`src/rtl/uart_reg_fifo.sv`:
```
// Memory-mapped UART register block: TX/RX FIFOs, baud divisor, control/status,
// sticky overflow flags and a registered level interrupt.
module uart_reg_fifo #(
  parameter int unsigned DATA_W   = 8,
  parameter int unsigned TX_DEPTH = 8,
  parameter int unsigned RX_DEPTH = 8,
  parameter logic [31:0] DVSR_RST = 32'd0
) (
  input  logic              clk,
  input  logic              rst,
  input  logic              write_enable,
  input  logic              read_enable,
  input  logic [4:0]        address,
  input  logic [31:0]       wdata,
  output logic [31:0]       rdata,
  output logic [31:0]       dvsr,
  output logic [DATA_W-1:0] tx_data,
  output logic              tx_valid,
  input  logic              tx_ready,
  input  logic [DATA_W-1:0] rx_data,
  input  logic              rx_valid,
  output logic              irq
);

  localparam int unsigned TXP_W = $clog2(TX_DEPTH);
  localparam int unsigned TXC_W = TXP_W + 1;
  localparam int unsigned RXP_W = $clog2(RX_DEPTH);
  localparam int unsigned RXC_W = RXP_W + 1;

  typedef enum logic [2:0] {
    REG_DATA   = 3'd0,
    REG_DVSR   = 3'd1,
    REG_CTRL   = 3'd2,
    REG_STATUS = 3'd3,
    REG_CLEAR  = 3'd4,
    REG_RSV5   = 3'd5,
    REG_RSV6   = 3'd6,
    REG_RSV7   = 3'd7
  } reg_idx_e;

  reg_idx_e idx;
  logic     unused_addr;
  assign idx         = reg_idx_e'(address[4:2]);
  assign unused_addr = ^address[1:0];

  logic [DATA_W-1:0] tx_mem_q [TX_DEPTH];
  logic [DATA_W-1:0] rx_mem_q [RX_DEPTH];
  logic [TXP_W-1:0]  tx_wp_q, tx_wp_d, tx_rp_q, tx_rp_d;
  logic [RXP_W-1:0]  rx_wp_q, rx_wp_d, rx_rp_q, rx_rp_d;
  logic [TXC_W-1:0]  tx_cnt_q, tx_cnt_d;
  logic [RXC_W-1:0]  rx_cnt_q, rx_cnt_d;
  logic [31:0]       dvsr_q, dvsr_d;
  logic [3:0]        ctrl_q, ctrl_d;
  logic              tx_ovf_q, tx_ovf_d, rx_ovr_q, rx_ovr_d, irq_q, irq_d;

  logic tx_empty, tx_full, rx_empty, rx_full;
  logic tx_push_req, tx_push, tx_pop, rx_push_req, rx_push, rx_pop;
  logic [DATA_W-1:0] rx_head;

  assign tx_empty = (tx_cnt_q == '0);
  assign tx_full  = (tx_cnt_q == TXC_W'(TX_DEPTH));
  assign rx_empty = (rx_cnt_q == '0);
  assign rx_full  = (rx_cnt_q == RXC_W'(RX_DEPTH));

  assign tx_valid    = ctrl_q[0] & ~tx_empty;
  assign tx_pop      = tx_valid & tx_ready;
  assign tx_push_req = write_enable & (idx == REG_DATA);
  // A full FIFO still accepts a push when the head leaves in the same cycle.
  assign tx_push     = tx_push_req & (~tx_full | tx_pop);

  assign rx_pop      = read_enable & (idx == REG_DATA) & ~rx_empty;
  assign rx_push_req = rx_valid & ctrl_q[1];
  assign rx_push     = rx_push_req & (~rx_full | rx_pop);

  assign tx_data = tx_empty ? '0 : tx_mem_q[tx_rp_q];
  assign rx_head = rx_empty ? '0 : rx_mem_q[rx_rp_q];
  assign dvsr    = dvsr_q;
  assign irq     = irq_q;

  always_comb begin
    tx_wp_d  = tx_push ? tx_wp_q + TXP_W'(1) : tx_wp_q;
    tx_rp_d  = tx_pop  ? tx_rp_q + TXP_W'(1) : tx_rp_q;
    rx_wp_d  = rx_push ? rx_wp_q + RXP_W'(1) : rx_wp_q;
    rx_rp_d  = rx_pop  ? rx_rp_q + RXP_W'(1) : rx_rp_q;
    tx_cnt_d = tx_cnt_q;
    rx_cnt_d = rx_cnt_q;
    dvsr_d   = dvsr_q;
    ctrl_d   = ctrl_q;
    tx_ovf_d = tx_ovf_q;
    rx_ovr_d = rx_ovr_q;

    unique case ({tx_push, tx_pop})
      2'b10:   tx_cnt_d = tx_cnt_q + TXC_W'(1);
      2'b01:   tx_cnt_d = tx_cnt_q - TXC_W'(1);
      default: ;
    endcase
    unique case ({rx_push, rx_pop})
      2'b10:   rx_cnt_d = rx_cnt_q + RXC_W'(1);
      2'b01:   rx_cnt_d = rx_cnt_q - RXC_W'(1);
      default: ;
    endcase

    if (write_enable) begin
      if (idx == REG_DVSR) dvsr_d = wdata;
      if (idx == REG_CTRL) ctrl_d = wdata[3:0];
      if (idx == REG_CLEAR) begin
        if (wdata[4]) tx_ovf_d = 1'b0;
        if (wdata[5]) rx_ovr_d = 1'b0;
      end
    end
    // Sets are applied after clears so a same-cycle overflow survives CLEAR.
    if (tx_push_req && !tx_push) tx_ovf_d = 1'b1;
    if (rx_push_req && !rx_push) rx_ovr_d = 1'b1;

    irq_d = (ctrl_q[2] & tx_empty) | (ctrl_q[3] & ~rx_empty) | tx_ovf_q | rx_ovr_q;
  end

  always_comb begin
    rdata = '0;
    unique case (idx)
      REG_DATA: begin
        rdata[31]         = ~rx_empty;
        rdata[DATA_W-1:0] = rx_head;
      end
      REG_DVSR:   rdata = dvsr_q;
      REG_CTRL:   rdata[3:0] = ctrl_q;
      REG_STATUS: begin
        rdata[0]     = tx_full;
        rdata[1]     = tx_empty;
        rdata[2]     = rx_full;
        rdata[3]     = rx_empty;
        rdata[4]     = tx_ovf_q;
        rdata[5]     = rx_ovr_q;
        rdata[15:8]  = 8'(tx_cnt_q);
        rdata[23:16] = 8'(rx_cnt_q);
      end
      default: ;
    endcase
  end

  always_ff @(posedge clk) begin
    if (!rst && tx_push) tx_mem_q[tx_wp_q] <= wdata[DATA_W-1:0];
    if (!rst && rx_push) rx_mem_q[rx_wp_q] <= rx_data;
  end

  always_ff @(posedge clk) begin
    if (rst) begin
      tx_wp_q  <= '0;
      tx_rp_q  <= '0;
      rx_wp_q  <= '0;
      rx_rp_q  <= '0;
      tx_cnt_q <= '0;
      rx_cnt_q <= '0;
      dvsr_q   <= DVSR_RST;
      ctrl_q   <= '0;
      tx_ovf_q <= 1'b0;
      rx_ovr_q <= 1'b0;
      irq_q    <= 1'b0;
    end else begin
      tx_wp_q  <= tx_wp_d;
      tx_rp_q  <= tx_rp_d;
      rx_wp_q  <= rx_wp_d;
      rx_rp_q  <= rx_rp_d;
      tx_cnt_q <= tx_cnt_d;
      rx_cnt_q <= rx_cnt_d;
      dvsr_q   <= dvsr_d;
      ctrl_q   <= ctrl_d;
      tx_ovf_q <= tx_ovf_d;
      rx_ovr_q <= rx_ovr_d;
      irq_q    <= irq_d;
    end
  end

endmodule

```
`config.mk`:
```
export PLATFORM = sky130hd
export DESIGN_NAME = uart_reg_fifo
export DESIGN_NICKNAME = d
export VERILOG_FILES = /design/src/rtl/uart_reg_fifo.sv
export SDC_FILE = /design/constraint.sdc
export NUM_CORES = 1
export LEC_CHECK = 0
export BUFFER_PORTS_ARGS = -buffer_cell sky130_fd_sc_hd__buf_2
export CORE_MARGIN = 8
export CORE_UTILIZATION = 40
export CTS_CLUSTER_SIZE = 14
export DETAILED_ROUTE_END_ITERATION = 7
export PLACE_DENSITY_LB_ADDON = 0.2
export SYNTH_ARGS = -nofsm -noshare
export SYNTH_HDL_FRONTEND = slang
export SYNTH_SLANG_ARGS = --single-unit
```
`constraint.sdc`:
```
create_clock -name clk -period 3.6 [get_ports clk]
set_input_delay 0.36 -clock clk [delete_from_list [all_inputs] [get_ports clk]]
set_output_delay 0.36 -clock clk [all_outputs]
set_load 0.02 [all_outputs]
```
### Yosys cells after proc, flatten, opt, wreduce, memory -nomap -nowiden

Memory sizes are Yosys's and may differ from the RTL's. A register that Yosys moved wholly into a read port is not among the register bits.
Index checks and enable logic that the tools add are counted.

| cells by class | value |
|---|---|
| multipliers | 0 |
| $lt $le $gt $ge | 0 |
| divide/modulo/power cells | 0 |
| $add $sub $neg | 8 |
| shift operators | 0 |
| eq/ne operators | 10 |
| reductions and logical operators | 22 |
| multiplexer cells | 26 |
| bitwise gates (word level) | 19 |

Operators by type and width:

| operator | count |
|---|---|
| $pmux 16 s2 | 1 |
| $mux 8 | 2 |
| $pmux 4 s2 | 2 |
| $pmux 4 s4 | 1 |
| $reduce_bool 2->1 | 8 |
| $add 3x1->3 const B | 4 |
| $mux 1 | 12 |
| $mux 3 | 4 |
| $and 1x1->1 | 10 |
| $add 4x1->4 const B | 2 |
| $eq 4x4->1 const B | 2 |
| $logic_not 4->1 | 2 |
| $sub 4x1->4 const B | 2 |
| $mux 7 | 1 |
| $eq 3x2->1 const B | 2 |
| $pmux 2 s3 | 1 |
| $reduce_and 3->1 | 2 |
| $or 1x1->1 | 5 |
| $eq 2x1->1 const B | 2 |
| $eq 2x2->1 const B | 2 |
| $logic_and 1x1->1 | 4 |
| $not 1->1 | 4 |
| $pmux 2 s2 | 1 |
| $reduce_and 2->1 | 2 |
| 5 further kinds | 7 |

| word-level totals | value |
|---|---|
| output and inout port bits | 74 |
| memories | 2 |
| bits in latches | 0 |
| input port bits | 51 |
| bits in writable memories | 128 |
| ROM bits | 0 |
| flip-flop bits (word level) | 59 |
| logic and storage cells | 98 |

Memories:

| name | depth | width | read ports | clocked after Yosys merged registers in | wr ports | line | source |
|---|---|---|---|---|---|---|---|
| rx_mem_q | 8 | 8 | 1 | 1 | 1 | 47 | `logic [DATA_W-1:0] rx_mem_q [RX_DEPTH];` |
| tx_mem_q | 8 | 8 | 1 | 1 | 1 | 46 | `logic [DATA_W-1:0] tx_mem_q [TX_DEPTH];` |

### Longest topological paths before layout

Gate-level depths: netlist of the first run.

| logic depth | value |
|---|---|
| depth after elaboration | 10 |
| gate-level depth with buffers | 11 |
| mapped depth without buffers | 10 |

### Worst setup path after synthesis of the first run

Ideal clock, no wire load.

| timing | value |
|---|---|
| path type | input-to-reg |
| start | in address[4] |
| end | reg rx_cnt_q[3] |
| arrival time | 2.682 ns |
| data required time | 3.530 ns |
| buffers on the path | 0 |
| cell stages on the path | 9 |
| setup slack | 0.848 ns |
| library setup time | 0.070 ns |
| cells stage by stage | or4b_1 -> a21oi_2 -> inv_1 -> ha_1 -> ha_1 -> a21oi_1 -> a21oi_1 -> or4_1 -> a21oi_1 |

| between the ends | value |
|---|---|
| cells in the longest elaborated chain, start to end | 7 |
| elaborated cells on any way between the ends | 9 |
| classes of those cells | eq/ne (2); mux (1); bitwise (4); reduce/logical (2) |

RTL lines:

| element | line | source |
|---|---|---|
| start, declared | 13 | `input logic [4:0] address,` |
| $logic_not 3->1 (*) | 71 | `assign rx_pop = read_enable & (idx == REG_DATA) & ~rx_empty;` |
| $and 1x1->1 (*) (2 in a row) | 71 |  |
| $or 1x1->1 | 73 | `assign rx_push = rx_push_req & (~rx_full \| rx_pop);` |
| $and 1x1->1 | 73 |  |
| $eq 2x1->1 / $eq 2x2->1 (equally long branches) | 97 | `unique case ({rx_push, rx_pop})` |
| $pmux 4 s2 / $reduce_bool 2->1 (equally long branches) | n/a |  |
| end signal, assigned | 165 | `rx_cnt_q <= rx_cnt_d;` |
| end, declared | 51 | `logic [RXC_W-1:0] rx_cnt_q, rx_cnt_d;` |

Every way passes the cells marked *; elsewhere a longest branch is shown, timed or not.
A chain may end at the register's enable or synchronous reset.

### Worst setup path in the final report of the first run

| timing | value |
|---|---|
| start | reg tx_cnt_q[1] |
| end | reg tx_cnt_q[2] |

| between the ends | value |
|---|---|
| cells in the longest elaborated chain, start to end | 8 |
| elaborated cells on any way between the ends | 14 |
| classes of those cells | add/sub (2); eq/ne (3); mux (1); bitwise (6); reduce/logical (2) |

RTL lines:

| element | line | source |
|---|---|---|
| start, declared | 50 | `logic [TXC_W-1:0] tx_cnt_q, tx_cnt_d;` |
| start signal, assigned | 164 | `tx_cnt_q <= tx_cnt_d;` |
| $logic_not 4->1 | 60 | `assign tx_empty = (tx_cnt_q == '0);` |
| $not 1->1 | 65 | `assign tx_valid = ctrl_q[0] & ~tx_empty;` |
| $and 1x1->1 | 65 |  |
| $and 1x1->1 | 66 | `assign tx_pop = tx_valid & tx_ready;` |
| $or 1x1->1 | 69 | `assign tx_push = tx_push_req & (~tx_full \| tx_pop);` |
| $and 1x1->1 | 69 |  |
| $eq 2x1->1 / $eq 2x2->1 (equally long branches) | 92 | `unique case ({tx_push, tx_pop})` |
| $pmux 4 s2 / $reduce_bool 2->1 (equally long branches) | n/a |  |

Several ways; a longest one is shown, not always the timed one.

==> metrics, run 1 <==
WL final 19300 microns; cts hold-fix bufs 0; Yosys warnings 0; critical register-to-register path startpoint tx_cnt_q[1]$_SDFFE_PP0P_; Slew Viols, Final 0; Final Hold Vio Count 0; Die Width 157 microns; met2 wire length 10000 microns; largest net degree at the start of global routing 49; Inserted Clock Buffers 17; worst reg-to-reg setup slack 0.65 ns; maxcap violations 0; Pre-Repair DR Iteration Count 5; final setup margin 0.651 ns; setup TNS 0 ns; worst rel slew slack 44.3%; Sink Count 193; final period utilization 81.9%; initial antenna violation count 0; routed vias/inst 5.20; met3 wire length 972 microns; sw power 0.00103 W; Sw Ratio 23.2%; IO Count 125; flops & latches, synth 193; Most used DFF post-synth edfxtp_1; Pwr per Cell Area 465 mW/mm^2; CTS tree yes; number of diodes 0; Longest Clk Path Bufs 2; WHS Path Cells 3; Clock Tree Root clkbuf_16; max incr delay on CP 0.76 ns; routed vias 5213; die area 0.0247 sq mm; Yosys cell types 49; slowest CP cell nor4b_1; IO buf count 122; outcome finished, final reports clean; first-pass GRT wire length 29800 microns; vias in the first global route 5254; Mean Syn Cell Area 13.4 sq um; gpl congestion 0.829; Worst Hold Path EP dvsr[30]$_SDFFE_PP0P_; Tot GR Track Use 16.1%; cell area after synthesis 0.00797 sq mm; sequential power share 53.4%; post-CTS sizing 0; Post-route DRC 0; Die Ht 157 microns; average wire per standard cell 19.3 microns; core area 0.0195 sq mm; Post-synth EDFFs 128; Syn Nets 658; VDD IR-drop max 0.347 mV; DRT antenna net count 0; HP Start wdata[30]; Setup Skew 0.0110 ns; Iter 0 DRT Violations 307; Slew @ Worst Pin 0.824 ns; clock latency on the worst-skew pair 0.43 ns; Layout Nets 786; crit path cell chain nor4b_1 > a21oi_2 > inv_1 > ha_1 > xor2_1 > ha_1 > a21oi_1 > xor2_1 > or3_1 > a21oi_1; htree depth 4; Hold WS 0.155 ns; pre-CTS setup slack 0.433 ns; Clk network pwr share 43.0%; sequential-to-total area share from yosys stat 64.6%; DP HPWL 13600 microns; CP Capture Type flip-flop; Final min period 2.95 ns; ys async rst share 0%; total power 0.00445 W; Worst Reg-to-Reg Cells 10; Peak Freq 339 MHz; cells after synthesis 596; worst hold-check path type input port to flip-flop; share of layout cells above drive strength 1 29.7%; WP data required 3.96 ns; Final setup viols 0; CP Launch Type flip-flop; Cell Int Power 0.00342 W; Combinational Power Share 3.6%; Site Rows 51; crit path max fanout 9; Crit Path Category flip-flop to flip-flop; cell leakage power 3.47 nW; postcts setup bufs 0; Max Used Layer met4; reg-to-reg critical path endpoint tx_cnt_q[2]$_SDFFE_PP0P_; Starting Density 40.8%; wl on met1 8110 microns; clock-pin slew on the worst setup and hold paths 0.08 ns; Area Growth Syn to Fin 20.0%; GRT overflow 0; worst path arrival time 3.31 ns; post-route design area 0.00956 sq mm; RSZ-0062 raised after global routing no; placed cell areas 0.00894 sq mm
==> worst max-delay path: cells and delay by family (launching register included) <==
kind | cells | cell delay (ns)
adder cells (fa/ha/maj) | 2 | 0.46
AND/OR/NAND/NOR | 2 | 1.06
flip-flops | 1 | 0.41
AO/OA/AOI/OAI | 3 | 0.39
buffers and inverters | 1 | 0.21
XOR/XNOR | 2 | 0.35
==> metal layers <==
metal | vias to the layer above | GRT usage (%)
met4 | 0 | 5.17
met1 | 2591 | 19.1
met5 | - | 0
met3 | 18 | 4.06
li1 | 2452 | -
met2 | 152 | 28.1
==> power groups by stage <==
stage	clock network, W	logic (W)	registers [W]
6_report	0.00192	0.000160	0.00238
5_1_grt	0.00204	0.000174	0.00238
4_1_cts	0.00196	0.000161	0.00238
3_5_place_dp	0	0.000161	0.00243
3_3_place_gp	0	0.000155	0.00243
2_1_floorplan	0	0.0000685	0.00243
==> sequential cells by signal (all words and copies together), names as in the netlist, named ones only <==
register,flops
ctrl_q,4
dvsr,32
irq,1
rx_cnt_q,4
rx_mem_q,64
rx_ovr_q,1
rx_rp_q,3
rx_wp_q,3
tx_cnt_q,4
tx_mem_q,64
tx_ovf_q,1
tx_rp_q,3
tx_wp_q,3
==> per-stage QoR <==
stage	instances	utilization, %
6_report	1002	49.0
5_1_grt	1002	49.0
4_1_cts	1002	49.0
3_5_place_dp	970	45.8
3_3_place_gp	970	45.8
2_1_floorplan	596	-
==> synth_stat cells, drive strengths merged, types with 9 or more instances <==
| library cell | number | share of area (%) |
|---|---|---|
| clkbuf | 20 | 0.94 |
| nor2 | 53 | 2.5 |
| and2 | 19 | 1.5 |
| ha | 10 | 1.6 |
| mux2i | 24 | 3.0 |
| nand3 | 10 | 0.63 |
| a21oi | 46 | 3.0 |
| buf | 18 | 1.1 |
| nor3 | 9 | 0.57 |
| mux4 | 32 | 9.0 |
| nand2 | 80 | 3.8 |
| edfxtp | 128 | 48 |
| dfxtp | 65 | 16 |
==> logic make-up (layout without fill, tap and decap cells) <==
| logic type | count (synthesis) | after routing | synth area share (%) |
|---|---|---|---|
| simple gates | 207 | 207 | 12.3 |
| flops | 193 | 193 | 64.6 |
| compound gates | 72 | 72 | 5.56 |
| mux | 56 | 56 | 12.1 |
| buf+inv | 46 | 187 | 2.45 |
| fa+ha+maj | 11 | 11 | 1.82 |
| xor+xnor | 11 | 11 | 1.21 |
==> worst max path at each step <==
stage / cells past startpoint / to / start
floorplan: 9 / rx_cnt_q[3]$_SDFFE_PP0P_ / address[4]
CTS: 10 / tx_cnt_q[2]$_SDFFE_PP0P_ / tx_cnt_q[1]$_SDFFE_PP0P_
global placement: 10 / rx_cnt_q[3]$_SDFFE_PP0P_ / address[2]
detailed placement: 10 / rx_cnt_q[3]$_SDFFE_PP0P_ / address[2]
global route: 10 / tx_cnt_q[2]$_SDFFE_PP0P_ / tx_cnt_q[1]$_SDFFE_PP0P_
finish: 10 / tx_cnt_q[2]$_SDFFE_PP0P_ / tx_cnt_q[1]$_SDFFE_PP0P_
==> final cells by class <==
class,count,area (sq um)
Inverter,8,30.0
Timing Repair Buffer,147,798
Multi-Input combinational cell,357,2640
Fill cell,1747,9960
Clock inverter,15,193
Tap cell,265,332
Clock buffer,17,425
Sequential cell,193,5140
==> cells in the final DEF, fill, tap and decap left out, types with 17 or more instances in the layout <==
cell type / Yosys / final
a21oi_1: 44 / 44
buf_2: 9 / 122
buf_4: 1 / 25
clkbuf_16: 0 / 17
dfxtp_1: 65 / 65
edfxtp_1: 128 / 128
mux2i_1: 24 / 24
mux4_2: 32 / 32
nand2_1: 80 / 80
nor2_1: 53 / 53
(Power assumes the default switching activity.)
==> run 2, diff against run 1 <==
- clock period: 3.6 -> 2.7 ns (I/O delays scaled with it)
==> metrics, run 2 (synthesis results as in run 1) <==
Iter 0 DRT Violations 288 (-6.2%); clock latency on the worst-skew pair 0.43 ns (about the same); VDD IR-drop max 0.479 mV (+38%); crit path max fanout 8 (-1); Final setup viols 0 (unchanged); Critical Path Sink rdata[0]; worst path arrival time 2.35 ns (-0.96 ns); critical register-to-register path startpoint rx_cnt_q[3]$_SDFFE_PP0P_; final setup margin 0.0811 ns (-0.570 ns); IO Count 125 (unchanged); clock-pin slew on the worst setup and hold paths 0.07 ns (about the same); most frequent cells in the layout 128 x edfxtp_1, 122 x buf_2, 80 x nand2_1, 64 x dfxtp_1, 53 x nor2_1; CP Launch Type flip-flop; met2 usage 26.9% (-1.2 points); Die Width 157 microns (unchanged); Tot GR Track Use 15.5% (-0.52 points); WP data required 2.43 ns (-1.53 ns); Hold WS 0.0770 ns (-0.0776 ns); Area Growth Syn to Fin 22.2%; Slew Viols, Final 0 (unchanged); Die Ht 157 microns (unchanged); postcts setup bufs 0 (unchanged); leading cell type in the layout, fill and taps excluded edfxtp_1; Longest Clk Path Bufs 2 (unchanged); first-pass GRT wire length 29300 microns (-1.7%); largest net degree at the start of global routing 33 (-33%); Pwr per Cell Area 595 mW/mm^2 (+28%); IO buf count 122 (unchanged); cts hold-fix bufs 0 (unchanged); RSZ-0062 raised after global routing no; routed vias/inst 5.09 (-2.2%); Pre-Repair DR Iteration Count 5 (unchanged); CP Capture Type output pin; met3 Usage GRT 3.73% (-0.33 points); cell leakage power 3.58 nW (+3.2%); DP HPWL 13500 microns (-0.62%); htree depth 4 (unchanged); die area 0.0247 sq mm (unchanged); average wire per standard cell 18.3 microns (-5.3%); Starting Density 40.8% (unchanged); Peak Freq 382 MHz; DRT antenna net count 0 (unchanged); worst reg-to-reg setup slack 0.16 ns (-0.49 ns); routed vias 5235 (+0.42%); gpl congestion 0.804 (-3.0%); Layout Nets 812 (+3.3%); Site Rows 51 (unchanged); CTS tree yes; pre-CTS setup slack -0.0530 ns (-0.486 ns); Sink Count 193 (unchanged); met1 usage 19.1% (about the same); worst hold-check path type input port to flip-flop; Worst setup startpoint rx_cnt_q[3]$_SDFFE_PP0P_; Post-route DRC 0 (unchanged); Inserted Clock Buffers 17 (unchanged); GRT overflow 0 (unchanged); outcome finished, final reports clean; busiest grt layer met2; core area 0.0195 sq mm (unchanged); maxcap violations 0 (unchanged); reg-to-reg critical path endpoint rx_cnt_q[3]$_SDFFE_PP0P_; Slew @ Worst Pin 0.520 ns (-0.303 ns); Clock Tree Root clkbuf_16; initial antenna violation count 1 (+1); final period utilization 97.0%; Crit Path Category flip-flop to output pin; worst rel slew slack 65.3% (+21 points); vias in the first global route 5434 (+3.4%); total power 0.00579 W (+30%); setup TNS 0 ns (unchanged); Setup Skew 0.0155 ns (+0.00454 ns); Worst Reg-to-Reg Cells 9 (-1); WL final 18800 microns (-2.7%); share of layout cells above drive strength 1 32.8% (+3.1 points); Final min period 2.62 ns; Final Hold Vio Count 0 (unchanged)
[run 2: changes by cell type in the layout (fill, tap and decap cells not counted), sizes merged]
cell and delta:
buf +26, clkinv -4, inv +4, bufinv -1, clkbuf +1, diode +1
[run 2: cell type report]
cell class	count	area, sq um
Fill cell	1775	9790
Sequential cell	193	5150
Multi-Input combinational cell	357	2670
Timing Repair Buffer	173	993
Clock buffer	18	429
Tap cell	265	332
Clock inverter	14	135
Inverter	8	30.0
Antenna cell	1	2.50
[run 2: what timing repair did]
action	CTS	global route
pin swaps	0	0
endpoints found under the setup margin	3	6
gates resized for setup	3	4
[run 2: metal layers]
metal  vias up  routed length [microns]  part of all wire [%]
met5         -                        0                     0
met3        16                      781                   4.2
li1       2499                        -                     -
met2       116                     9560                    51
met1      2604                     8180                    43
met4         0                      293                   1.6
[run 2: worst min path at each step]
stage / end / slack (ns) / start / cells past startpoint
finish: dvsr[9]$_SDFFE_PP0P_ / 0.08 / wdata[9] / 3
global route: dvsr[9]$_SDFFE_PP0P_ / 0.07 / wdata[9] / 3
CTS: dvsr[9]$_SDFFE_PP0P_ / 0.06 / wdata[9] / 3
detailed placement: dvsr[27]$_SDFFE_PP0P_ / 0.46 / dvsr[27]$_SDFFE_PP0P_ / 2
global placement: dvsr[23]$_SDFFE_PP0P_ / 0.45 / dvsr[23]$_SDFFE_PP0P_ / 2
floorplan: rx_mem_q[0][0]$_DFFE_PP_ / 0.37 / rx_data[0] / 0
[run 2: power by group]
group | internal (W) | switching (W)
registers | 0.00316 | 0.0000127
logic | 0.0000799 | 0.000145
clock network | 0.00123 | 0.00117
total | 0.00447 | 0.00133
[run 2: through the flow]
stage,util [%],cells,instance area (sq um)
floorplan,-,596,7970
global placement,46.8,996,9140
detailed placement,46.8,996,9140
CTS,49.7,1028,9710
global route,49.9,1029,9740
finish,49.9,1029,9740
[run 2: worst max-delay path, cell delays in order, from the launching register on]
cell,delay [ns]
dfxtp_1,0.36
or4_4,0.56
buf_4,0.17
and2_4,0.15
nor2b_4,0.16
a221o_1,0.35
buf_2,0.17
==> run 3, diff against run 2 <==
- clock period: 2.7 -> 3.02 ns (I/O delays scaled with it)
==> metrics, run 3 (synthesis results as in run 1) <==
Final min period 2.78 ns; htree depth 4 (unchanged); Area Growth Syn to Fin 20.7%; slowest CP cell or4_1; post-CTS sizing 0 (-3); gpl congestion 0.777 (-3.4%); Clock Tree Root clkbuf_16; Tot GR Track Use 15.8% (+0.27 points); CP Launch Type flip-flop; CP Capture Type output pin; Hold WS 0.103 ns (+0.0259 ns); Worst path depth 6 (unchanged); average wire per standard cell 18.8 microns (+2.9%); Starting Density 40.8% (unchanged); IO buf count 122 (unchanged); reg-to-reg critical path endpoint rx_cnt_q[3]$_SDFFE_PP0P_; most frequent cells in the layout 128 x edfxtp_1, 122 x buf_2, 80 x nand2_1, 65 x dfxtp_1, 53 x nor2_1; cell leakage power 3.52 nW (-1.7%); routed vias 5172 (-1.2%); Peak Freq 360 MHz; postcts setup bufs 0 (unchanged); Site Rows 51 (unchanged); # fillers 1790 (+0.85%); met1 usage 19.1% (+0.042 points); Critical Path Sink rdata[6]; WL final 19000 microns (+1.1%); Inserted Clock Buffers 17 (unchanged); Post-route DRC 0 (unchanged); Final setup viols 0 (unchanged); cts hold-fix bufs 0 (unchanged); initial antenna violation count 0 (-1); Pwr per Cell Area 552 mW/mm^2 (-7.2%); final period utilization 91.9%; Worst setup startpoint rx_cnt_q[0]$_SDFFE_PP0P_; Worst Reg-to-Reg Cells 9 (unchanged); maxcap violations 0 (unchanged); crit path max fanout 8 (unchanged); crit path cell chain or4_1 > buf_4 > and3_1 > and2_0 > a221o_1 > buf_2; first-pass GRT wire length 29800 microns (+2.0%); clock-pin slew on the worst setup and hold paths 0.07 ns (about the same); VDD IR-drop max 0.424 mV (-12%); post-layout util 49.3% (-0.60 points); WP data required 2.72 ns (+0.29 ns); largest net degree at the start of global routing 43 (+30%); DP HPWL 13500 microns (about the same); HP Start wdata[28]; Worst Path Buf+Inv 2 (unchanged); setup TNS 0 ns (unchanged); Final Hold Vio Count 0 (unchanged); Longest Clk Path Bufs 2 (unchanged); max incr delay on CP 0.55 ns (about the same); worst path arrival time 2.47 ns (+0.12 ns); Setup Skew 0.0102 ns (-0.00539 ns); Die Ht 157 microns (unchanged); IO Count 125 (unchanged); total power 0.00531 W (-8.3%); GRT overflow 0 (unchanged); met2 usage 27.6% (+0.64 points); Crit Path Category flip-flop to output pin; worst hold-check path type input port to flip-flop; number of diodes 0 (-1); Die Width 157 microns (unchanged); RSZ-0062 raised after global routing no; die area 0.0247 sq mm (unchanged); Pre-Repair DR Iteration Count 5 (unchanged); worst rel slew slack 44.5% (-21 points); multi-input logic area 0.00264 sq mm (-1.1%); met3 Usage GRT 3.54% (-0.19 points); critical register-to-register path startpoint rx_cnt_q[0]$_SDFFE_PP0P_; Slew Viols, Final 0 (unchanged); busiest grt layer met2; leading cell type in the layout, fill and taps excluded edfxtp_1; clock latency on the worst-skew pair 0.43 ns (about the same); Layout Nets 795 (-2.1%); cell family with the largest share of critical-path delay simple AND/OR/NAND/NOR gates; CTS tree yes; core area 0.0195 sq mm (unchanged); sequential cell area 0.00514 sq mm (about the same); Slew @ Worst Pin 0.832 ns (+0.311 ns); DRT antenna net count 0 (unchanged); outcome finished, final reports clean; share of layout cells above drive strength 1 30.6% (-2.2 points); Iter 0 DRT Violations 408 (+42%); vias in the first global route 5428 (-0.11%); worst reg-to-reg setup slack 0.36 ns (+0.20 ns); Post-Layout Cell Count 1011 (-1.7%); Sink Count 193 (unchanged); routed vias/inst 5.12 (+0.56%); Placed Cells incl. Taps 979 (-1.7%)
-- run 3: power by group --
part	leakage [nW]	switching, W	internal [W]
registers	1.68	0.0000121	0.00282
clock network	0.295	0.00109	0.00119
logic	1.55	0.000126	0.0000658
-- run 3: cell type report --
class	instances	area share (%)
flip-flops and latches	193	53.5
multi-input cells	357	27.4
repair buffers	156	9.00
clock buffers	17	4.42
well taps	265	3.45
clock inverters	15	1.91
inverters	8	0.312
-- run 3: worst min-delay path, delay by kind of cell --
kind / cells / cell delay [ns]
buffers and inverters: 1 / 0.09
AO/OA/AOI/OAI: 1 / 0.05
AND/OR/NAND/NOR: 1 / 0.04
-- run 3: worst min-delay path by stage --
stage / endpoint / slack (ns) / cells after the start
after global routing: dvsr[31]$_SDFFE_PP0P_ / 0.09 / 3
after CTS: dvsr[18]$_SDFFE_PP0P_ / 0.09 / 3
after floorplan: rx_mem_q[0][0]$_DFFE_PP_ / 0.40 / 0
after detailed placement: dvsr[24]$_SDFFE_PP0P_ / 0.46 / 2
after global placement: dvsr[21]$_SDFFE_PP0P_ / 0.45 / 2
final: dvsr[28]$_SDFFE_PP0P_ / 0.10 / 3
-- run 3: metrics by stage --
step                      instance area (sq um)  setup slack [ns]
after CTS                                  9620             0.202
final                                      9620             0.243
after detailed placement                   9010             0.183
after global placement                     9010             0.243
after global routing                       9620             0.133
after floorplan                            7970             0.326
-- run 3: layer usage --
metal	vias up	share of wire, %
met3	21	4.5
li1	2473	-
met2	112	52
met4	0	1.6
met1	2566	42
met5	-	0
